## src/rtl/keypad_pkg.sv

```systemverilog
// keypad_pkg
//   Shared definitions for the matrix keypad scanner/encoder.
//   - scan_state_t : scan FSM state encoding
//   - key_evt_t    : press/release event layout {code, pressed}; code is
//                    sized for the largest supported keypad and users keep
//                    only the low bits they need
//   - clog2        : ceiling log2 usable in localparam expressions
package keypad_pkg;

  typedef enum logic [1:0] {
    SCAN = 2'd0,
    PDEB = 2'd1,
    HELD = 2'd2,
    RDEB = 2'd3
  } scan_state_t;

  localparam int EVT_CODE_MAX_W = 16;

  typedef struct packed {
    logic [EVT_CODE_MAX_W-1:0] code;
    logic                      pressed;
  } key_evt_t;

  // Smallest n with 2**n >= value; returns 0 for value <= 1.
  function automatic int clog2(input int value);
    int result;
    result = 0;
    for (int i = 0; i < 31; i++) begin
      if ((1 << i) < value) result = i + 1;
    end
    return result;
  endfunction

endpackage

```

## src/rtl/keypad_scan_encoder_if.sv

```systemverilog
// keypad_scan_encoder_if
//   Event handshake between the keypad encoder and its consumer.
//   code    : key index r*COLS + c
//   pressed : 1 = press event, 0 = release event
//   valid   : event available, held until accepted
//   ready   : consumer accepts when valid && ready at a clock edge
//   master  : encoder side (drives code/pressed/valid)
//   slave   : consumer side (drives ready)
interface keypad_scan_encoder_if #(
  parameter int CODE_W = 4
);

  logic [CODE_W-1:0] code;
  logic              pressed;
  logic              valid;
  logic              ready;

  modport master (
    output code,
    output pressed,
    output valid,
    input  ready
  );

  modport slave (
    input  code,
    input  pressed,
    input  valid,
    output ready
  );

endinterface

```

## src/rtl/keypad_scan_encoder_row_sync.sv

```systemverilog
// row_sync
//   Two-flop vector synchronizer for the raw keypad row lines.
//   clk   : system clock, rising edge
//   reset : asynchronous, active-low; clears both flop stages
//   d     : asynchronous input vector (W bits)
//   q     : synchronized output, two cycles behind d
module row_sync #(
  parameter int W = 4
) (
  input  logic         clk,
  input  logic         reset,
  input  logic [W-1:0] d,
  output logic [W-1:0] q
);

  logic [W-1:0] meta;

  // Each row bit is treated independently; the scan FSM only samples
  // after the settle window, so bits from different stages never mix.
  always_ff @(posedge clk or negedge reset) begin
    if (!reset) begin
      meta <= '0;
      q    <= '0;
    end else begin
      meta <= d;
      q    <= meta;
    end
  end

endmodule

```

## src/rtl/keypad_scan_encoder.sv

```systemverilog
// keypad_scan_encoder
//   Parametrised matrix-keypad scanner/encoder. Walks a one-hot column
//   drive, samples synchronized rows after a settle window, debounces
//   presses and releases, rejects multi-row ghosting and reports events
//   through a single-entry valid/ready register.
//   Ports:
//     clk       : system clock, rising edge
//     reset     : asynchronous, active-low
//     row       : raw row lines, bit r high = key (r, driven column) closed
//     col       : one-hot column drive
//     multi_key : 1-cycle pulse, more than one row active in sampled column
//     overflow  : 1-cycle pulse, event dropped because register was full
//     evt       : event handshake (code, pressed, valid out; ready in)
module keypad_scan_encoder
  import keypad_pkg::*;
#(
  parameter int ROWS           = 4,
  parameter int COLS           = 4,
  parameter int SETTLE_CYC     = 3,
  parameter int DEBOUNCE_CYC   = 8,
  parameter int REPORT_RELEASE = 1
) (
  input  logic                  clk,
  input  logic                  reset,
  input  logic [ROWS-1:0]       row,
  output logic [COLS-1:0]       col,
  output logic                  multi_key,
  output logic                  overflow,
  keypad_scan_encoder_if.master evt
);

  localparam int CODE_W = clog2(ROWS * COLS);
  localparam int CIW    = clog2(COLS);
  localparam int RIW    = (ROWS > 1) ? clog2(ROWS) : 1;
  localparam int SW     = clog2(SETTLE_CYC + 1);
  localparam int DW     = clog2(DEBOUNCE_CYC + 1);

  scan_state_t       state, state_nxt;
  logic [SW-1:0]     settle_cnt, settle_nxt;
  logic [DW-1:0]     deb_cnt, deb_nxt;
  logic [CIW-1:0]    col_idx, col_nxt, col_adv;
  logic [RIW-1:0]    cand_row, cand_row_nxt, hit_row;
  logic [CODE_W-1:0] cand_code, cand_code_nxt;
  logic [ROWS-1:0]   s_row, cand_mask;
  logic              any_row, many_rows;
  logic              emit, emit_pressed, multi_nxt;
  logic [CODE_W-1:0] code_q;
  logic              pressed_q, valid_q;

  row_sync #(.W(ROWS)) u_row_sync (
    .clk   (clk),
    .reset (reset),
    .d     (row),
    .q     (s_row)
  );

  assign col       = COLS'(1) << col_idx;
  assign col_adv   = (col_idx == CIW'(COLS - 1)) ? '0 : col_idx + CIW'(1);
  assign cand_mask = ROWS'(1) << cand_row;

  // Clearing the lowest set bit leaves something only if two or more rows
  // are active, which avoids a full popcount.
  assign any_row   = |s_row;
  assign many_rows = |(s_row & (s_row - ROWS'(1)));

  // Index of the active row; only used when exactly one row is set.
  always_comb begin
    hit_row = '0;
    for (int r = 0; r < ROWS; r++) begin
      if (s_row[r]) hit_row = RIW'(r);
    end
  end

  // Scan FSM next-state logic. The column only moves in SCAN after a
  // sample, or when a debounce attempt ends; it stays put while a key is
  // being qualified or held so the same switch is watched throughout.
  always_comb begin
    state_nxt     = state;
    settle_nxt    = settle_cnt;
    deb_nxt       = deb_cnt;
    col_nxt       = col_idx;
    cand_row_nxt  = cand_row;
    cand_code_nxt = cand_code;
    emit          = 1'b0;
    emit_pressed  = 1'b0;
    multi_nxt     = 1'b0;

    case (state)
      SCAN: begin
        if (settle_cnt < SW'(SETTLE_CYC)) begin
          settle_nxt = settle_cnt + SW'(1);
        end else begin
          settle_nxt = '0;
          if (!any_row) begin
            col_nxt = col_adv;
          end else if (many_rows) begin
            multi_nxt = 1'b1;
            col_nxt   = col_adv;
          end else begin
            cand_row_nxt  = hit_row;
            cand_code_nxt = CODE_W'(int'(hit_row) * COLS + int'(col_idx));
            deb_nxt       = DW'(1);
            state_nxt     = PDEB;
          end
        end
      end

      PDEB: begin
        if (s_row == cand_mask) begin
          if (deb_cnt >= DW'(DEBOUNCE_CYC - 1)) begin
            emit         = 1'b1;
            emit_pressed = 1'b1;
            state_nxt    = HELD;
          end else begin
            deb_nxt = deb_cnt + DW'(1);
          end
        end else begin
          col_nxt    = col_adv;
          settle_nxt = '0;
          state_nxt  = SCAN;
        end
      end

      HELD: begin
        if (!s_row[cand_row]) begin
          deb_nxt   = DW'(1);
          state_nxt = RDEB;
        end
      end

      RDEB: begin
        if (!s_row[cand_row]) begin
          if (deb_cnt >= DW'(DEBOUNCE_CYC - 1)) begin
            emit       = (REPORT_RELEASE != 0);
            col_nxt    = col_adv;
            settle_nxt = '0;
            state_nxt  = SCAN;
          end else begin
            deb_nxt = deb_cnt + DW'(1);
          end
        end else begin
          state_nxt = HELD;
        end
      end

      default: begin
        state_nxt  = SCAN;
        settle_nxt = '0;
        col_nxt    = '0;
      end
    endcase
  end

  // Scan FSM state, counters, candidate key and multi-key pulse.
  always_ff @(posedge clk or negedge reset) begin
    if (!reset) begin
      state      <= SCAN;
      settle_cnt <= '0;
      deb_cnt    <= '0;
      col_idx    <= '0;
      cand_row   <= '0;
      cand_code  <= '0;
      multi_key  <= 1'b0;
    end else begin
      state      <= state_nxt;
      settle_cnt <= settle_nxt;
      deb_cnt    <= deb_nxt;
      col_idx    <= col_nxt;
      cand_row   <= cand_row_nxt;
      cand_code  <= cand_code_nxt;
      multi_key  <= multi_nxt;
    end
  end

  // Single-entry event register. A new event is refused only when the old
  // one is still waiting and not being taken this cycle; an accept and a
  // new emit in the same cycle hand over without a gap in valid.
  always_ff @(posedge clk or negedge reset) begin
    if (!reset) begin
      code_q    <= '0;
      pressed_q <= 1'b0;
      valid_q   <= 1'b0;
      overflow  <= 1'b0;
    end else begin
      overflow <= 1'b0;
      if (emit) begin
        if (valid_q && !evt.ready) begin
          overflow <= 1'b1;
        end else begin
          code_q    <= cand_code;
          pressed_q <= emit_pressed;
          valid_q   <= 1'b1;
        end
      end else if (valid_q && evt.ready) begin
        valid_q <= 1'b0;
      end
    end
  end

  assign evt.code    = code_q;
  assign evt.pressed = pressed_q;
  assign evt.valid   = valid_q;

endmodule
```

## src/flat_wrapper.sv

```systemverilog
// flat-port wrapper written by rule: the top's interface ports become plain ports
module keypad_scan_encoder_flat import keypad_pkg::*;
#(
  parameter int ROWS           = 4,
  parameter int COLS           = 4,
  parameter int SETTLE_CYC     = 3,
  parameter int DEBOUNCE_CYC   = 8,
  parameter int REPORT_RELEASE = 1
)
  (clk, reset, row, col, multi_key, overflow, evt_code, evt_pressed, evt_valid, evt_ready);
  keypad_scan_encoder_if evt_i ();
  input  logic clk;
  input  logic reset;
  input  logic [ROWS-1:0] row;
  output logic [COLS-1:0] col;
  output logic multi_key;
  output logic overflow;
  output wire logic [$bits(evt_i.code)-1:0] evt_code;
  output wire logic [$bits(evt_i.pressed)-1:0] evt_pressed;
  output wire logic [$bits(evt_i.valid)-1:0] evt_valid;
  input wire logic [$bits(evt_i.ready)-1:0] evt_ready;
  assign evt_code = evt_i.code;
  assign evt_pressed = evt_i.pressed;
  assign evt_valid = evt_i.valid;
  assign evt_i.ready = evt_ready;
  keypad_scan_encoder #(.ROWS(ROWS), .COLS(COLS), .SETTLE_CYC(SETTLE_CYC), .DEBOUNCE_CYC(DEBOUNCE_CYC), .REPORT_RELEASE(REPORT_RELEASE)) u_core (.clk(clk), .reset(reset), .row(row), .col(col), .multi_key(multi_key), .overflow(overflow), .evt(evt_i));
endmodule
```

## config.mk

```make
export PLATFORM = sky130hd
export DESIGN_NAME = keypad_scan_encoder_flat
export DESIGN_NICKNAME = d
export VERILOG_FILES = /design/src/rtl/keypad_pkg.sv /design/src/rtl/keypad_scan_encoder_if.sv /design/src/rtl/keypad_scan_encoder_row_sync.sv /design/src/rtl/keypad_scan_encoder.sv /design/src/flat_wrapper.sv
export SDC_FILE = /design/constraint.sdc
export NUM_CORES = 1
export LEC_CHECK = 0
export ABC_AREA = 1
export CAP_MARGIN = 15
export CORE_UTILIZATION = 28
export CTS_BUF_LIST = sky130_fd_sc_hd__clkbuf_8
export CTS_CLUSTER_SIZE = 14
export DETAILED_ROUTE_END_ITERATION = 12
export PLACE_DENSITY = 0.57
export SLEW_MARGIN = 10
export SYNTH_ARGS = -nofsm -noshare
export SYNTH_HDL_FRONTEND = slang
export SYNTH_HIERARCHICAL = 1
export SYNTH_SLANG_ARGS = --single-unit
```

## constraint.sdc

```tcl
create_clock -name clk -period 1.69 [get_ports clk]
set_input_delay 0.507 -clock clk [delete_from_list [all_inputs] [get_ports clk]]
set_output_delay 0.507 -clock clk [all_outputs]
set_load 0.005 [all_outputs]
```

* Word-level counts from Yosys, hierarchy flattened
Cells that the tools add are included.
Cells by class: add/sub/neg operators 5, $lt $le $gt $ge 3, eq/ne operators 17, shift operators 2, mux-type cells 48, bitwise gates (word level) 4, reductions and logical operators 15
Operators with widths (number):
- 2-bit 2-to-1 mux | 20
- 4-bit 2-to-1 mux | 7
- 6-bit AND reduction | 3
- 4-bit one-hot mux with 4 select lines | 1
- 1-bit 2-to-1 mux | 15
- 2-bit inequality test (second input constant) | 6
- 2-bit one-hot mux with 3 select lines | 2
- 2-bit one-hot mux with 4 select lines | 1
- 4-bit AND reduction | 2
- 4-bit OR reduction | 2
- 1-bit by 2-bit left shift with 4-bit output (first input constant) | 2
- 2-bit == test (second input constant) | 3
- 2-bit by 1-bit inequality test with 1-bit output (second input constant) | 3
- 3-bit inequality test (second input constant) | 2
- 2-bit by 1-bit adder with 2-bit output (second input constant) | 2
- 4-bit by 1-bit adder with 4-bit output (second input constant) | 1
- 4-bit by 2-bit adder with 4-bit output | 1
- 4-bit AND | 1
- 4-bit == test | 1
- 4-bit by 3-bit >= comparator with 1-bit output (second input constant) | 1
- 2-bit AND reduction | 2
- 4-bit by 1-bit subtractor with 4-bit output (second input constant) | 1
- 2-bit by 3-bit less-than comparator with 1-bit output (second input constant) | 1
- 3-bit by 1-bit inequality test with 1-bit output (second input constant) | 1
- 10 further kinds | 13
Storage, ports and cells: flip-flop bits (word level) 32, input port bits 7, word-level logic and storage cells 107

* Logic depth before layout (Yosys ltp)
word-level depth 7, mapped depth 12

* Hierarchy
Netlist, hierarchy kept.
By module, submodules not included:
- keypad_scan_encoder | times used 1, cells each 199, area each 1467.7 µm², sequential area each 550.5 µm²
- row_sync | times used 1, cells each 8, area each 200.2 µm², sequential area each 200.2 µm²

* Worst setup path after synthesis
Ideal clock, no wire load.
path type register -> register, start point register u_core.deb_cnt[0], end point register u_core.deb_cnt[2], arrival 1.314 ns, data required time 1.573 ns, setup slack 0.259 ns, stages on the path, launching flop included 12, period minus slack after synthesis 1.431 ns, cell sequence dfrtp_1 > ha_1 > nand2_1 > nand2_1 > nand2_1 > nand2_1 > clkinv_1 > nand2_1 > nor2_4 > nand2_2 > nand2_1 > nand2_1
On the way: word-level cells in the longest chain between the ends 4, elaborated cells between the ends (all ways) 6
RTL lines:
- from (decl) | line keypad_scan_encoder.sv:40 | logic [DW-1:0] deb_cnt, deb_nxt;
- from (signal assigned) | line keypad_scan_encoder.sv:167 | deb_cnt <= deb_nxt;
- 4-bit by 1-bit adder with 4-bit output or 4-bit by 3-bit >= comparator with 1-bit output (tied branches)
- 4-bit 2-to-1 mux (*) | line keypad_scan_encoder.sv:110, keypad_scan_encoder.sv:133
- 4-bit 2-to-1 mux, on equally long branches | line keypad_scan_encoder.sv:132, keypad_scan_encoder.sv:109
- 4-bit one-hot mux with 4 select lines (*) | line keypad_scan_encoder.sv:88 | case (state)
Mark *: on every way between the ends. The rest lies on a longest branch, timed or not. The select of a mux whose other input is x is not followed. A chain may end at the register's enable or synchronous reset.

* Worst setup path in the final report
start point register u_core.col_idx[0], end point output port col[1]
On the way: word-level cells in the longest chain between the ends 1
RTL lines:
- from (decl) | line keypad_scan_encoder.sv:41 | logic [CIW-1:0] col_idx, col_nxt, col_adv;
- from (signal assigned) | line keypad_scan_encoder.sv:168 | col_idx <= col_nxt;
- 1-bit by 2-bit left shift with 4-bit output | line keypad_scan_encoder.sv:57 | assign col = COLS'(1) << col_idx;
- to (decl) | line flat_wrapper.sv:15 | output logic [COLS-1:0] col;
No other way between the ends.

==> impl_metrics.json <==
{
  "cts_root_buf": "clkbuf_8",
  "vdd_drop_max_mv": 0.9009,
  "cts_buffers": 5,
  "ys_seq_area_frac": 0.4501,
  "min_period_ns": 1.657,
  "synthTopCellsByCount": "nand2_1, dfrtp_1, inv_1",
  "synthSimpleGateAreaFrac": 0.3826,
  "area_delta_synth_final_pct": 25.88,
  "ys_async_sr_fraction": 1.000,
  "grt_max_degree": 31,
  "num_vias": 1366,
  "crit_slowest_cell": "dfrtp_1",
  "skew_ns": 0.004556,
  "netlist_area_sq_um": 1668,
  "synth_top_family_by_area": "simple AND/OR/NAND/NOR gates",
  "multi_input_area_sq_um": 802.0,
  "synth_compound_area_frac": 0.04876,
  "start_util": 0.2974,
  "slew_violations": 0,
  "layout_setup_ws_ns": 0.03324,
  "wl_microns": 3316,
  "grt_pass1_vias": 1346,
  "start_kind": "register",
  "clockBufferDepth": 2,
  "timing.final.hold_violations": 0,
  "synth_xor_area_frac": 0,
  "diodes": 0,
  "dp_hpwl_microns": 2452,
  "synth.most_common_cell": "nand2_1",
  "cp_slowest_stage_delay_ns": 0.42,
  "worstPathMaxFanout": 3,
  "die_h_microns": 79.18,
  "cp_top_family": "flip-flops",
  "end_kind": "output pin",
  "cts.reportedPaths.clkPinSlew_ns": 0.06,
  "ys_types": 26,
  "synth_mux_area_frac": 0,
  "cap_violations": 0,
  "synthTopCellsByArea": "dfrtp_1, nand2_1, nand3_1",
  "row_count": 27,
  "crit_arrival_ns": 1.15,
  "drive_gt1_frac": 0.2107,
  "dp_slack_ns": 0.01919,
  "cts_tree": "built",
  "power_density_nw_per_um2": 1271,
  "required_ns": 1.18,
  "fin_nets": 254,
  "die_x_microns": 79.18,
  "timing.final.crit_share": 0.9803,
  "syn_avg_cell_area_sq_um": 8.057,
  "grt_pass1_wl_microns": 5899,
  "relSlewSlack": 0.7339,
  "synth_top_area_cell": "dfrtp_1",
  "clock_latency_ns": 0.28,
  "synth-seq-cells": 30,
  "seqCellArea_sq_um": 752.0,
  "r2r_setup_slack_ns": 0.15,
  "min_path_type": "register to register",
  "path_buf_inv": 2,
  "dieArea_sq_um": 6269,
  "rsz0062_at_grt": "false",
  "routed_via_density": 4.350,
  "cts.sinks": 30,
  "fmax_mhz": 603.6,
  "cts_hold_buf": 0,
  "setup-violations-final": 0,
  "synth_warnings": 6,
  "ctsHtreeMaxLevel": 2,
  "synth_edf_count": 0,
  "cellLeakagePower_nw": 1.079,
  "synth_fa_ha_area_frac": 0.04501,
  "nFillCells": 602,
  "synthFlopType": "dfrtp_1",
  "port_buffers": 18,
  "holdWs_ns": 0.3473,
  "grt_util_all_layers": 0.1235,
  "antenna_found_initial": 0,
  "status": "finished, final reports clean",
  "core_sq_um": 5608,
  "syn_nets": 220,
  "tightestPinTransition_ns": 0.3992,
  "drtAntennaViolNets": 0,
  "cp_cell_sequence": "buf_4, ha_1, buf_2",
  "drt_first_pass_iters": 4,
  "path_class": "register to output pin",
  "grt_overflow": 0,
  "gp_congestion": 0.8123,
  "post_drt_wl_per_cell_microns": 10.56,
  "ioPinCount": 19,
  "drtIter0Drc": 85,
  "yosysTopAreaCellShare": 0.4501,
  "drc": 0,
  "synthCells": 207
}
## final timing paths
path,start,to,cells after the start
min in group asynchronous,reset,u_core/evt.code[3]$_DFFE_PN0P_,2
worst min register to register,u_core/u_row_sync/meta[1]$_DFF_PN0_,u_core/u_row_sync/q[1]$_DFF_PN0_,0
max in group asynchronous,reset,u_core/cand_row[0]$_DFFE_PN0P_,2
worst max register to register,u_core/cand_code[3]$_DFFE_PN0P_,u_core/evt.code[3]$_DFFE_PN0P_,9
worst min-delay path,u_core/u_row_sync/meta[1]$_DFF_PN0_,u_core/u_row_sync/q[1]$_DFF_PN0_,0
worst max-delay path,u_core/col_idx[0]$_DFFE_PN0P_,col[1],3
## cell usage in the layout (no fill, tap or decap), types with 2 or more instances in the layout
master           instances
buf_4                    9
nand3_1                 21
ha_1                     4
nand2_2                  8
nand3_2                  2
a21oi_2                  2
o21ai_0                  5
buf_2                    2
nand4_1                  3
nand3_4                  2
inv_1                   21
nand3b_1                 2
ha_2                     2
o21ai_1                  2
nand2_1                 71
a21oi_1                  4
clkdlybuf4s50_1         14
nand2_4                  2
clkbuf_8                 6
nor2_1                  10
dfrtp_1                 29
nor2_4                   4
inv_2                    4
## registers in the layout, summed over array words and instances, names as in the netlist
signal,cells
u_core/u_row_sync/q,4
u_core/u_row_sync/meta,4
u_core/multi_key,1
u_core/overflow,1
u_core/evt.code,4
u_core/evt.valid,1
u_core/col_idx,2
u_core/deb_cnt,4
u_core/settle_cnt,2
u_core/cand_row,1
u_core/cand_code,3
u_core/evt.pressed,1
u_core/state,2
## timing repair
| item | 4_1_cts | 5_1_grt |
|---|---|---|
| gates resized for setup | 14 | 6 |
| buffers inserted | 5 | 1 |
| pin swaps | 0 | 1 |
| endpoints found under the setup margin | 4 | 11 |
## power by group
part	internal, W	switching (W)
Sequential	0.000863	0.000151
Combinational	0.000467	0.000612
Clock	0.000322	0.000254
Total	0.00165	0.00102
## layer usage
metal | routed length, microns | share of wire | vias up | GRT usage
met4 | 42 | 0.013 | 0 | 0.05455
met3 | 113 | 0.034 | 4 | 0.03678
met1 | 1648 | 0.50 | 619 | 0.1544
met2 | 1512 | 0.46 | 21 | 0.1957
met5 | 0 | 0 | - | 0
li1 | - | - | 722 | -
## kinds of logic (layout without fill, tap and decap cells)
logic type | Yosys count | count (layout)
AO/OA/AOI/OAI | 14 | 14
adder cells (fa/ha/maj) | 6 | 6
buffers and inverters | 28 | 63
flip-flops | 30 | 30
AND/OR/NAND/NOR | 129 | 129
## area by class of cell
| class | instances | share of cell area |
|---|---|---|
| repair buffers | 29 | 0.1257 |
| flip-flops and latches | 30 | 0.3582 |
| multi-input cells | 149 | 0.3820 |
| well taps | 72 | 0.04291 |
| clock buffers | 6 | 0.03933 |
| inverters | 26 | 0.04768 |
| clock inverters | 2 | 0.004172 |
## per-stage QoR
step | cells | utilization | TNS (ns) | total power [W] | area, sq um
2_1_floorplan | 207 | - | 0 | 0.001730 | 1668
3_3_place_gp | 300 | 0.3505 | 0 | 0.002021 | 1966
3_5_place_dp | 300 | 0.3505 | 0 | 0.002033 | 1966
4_1_cts | 313 | 0.3719 | -0.04754 | 0.002682 | 2086
5_1_grt | 314 | 0.3744 | 0 | 0.002914 | 2100
6_report | 314 | 0.3744 | 0 | 0.002668 | 2100
No activity file was read; power rests on OpenSTA's default activity.
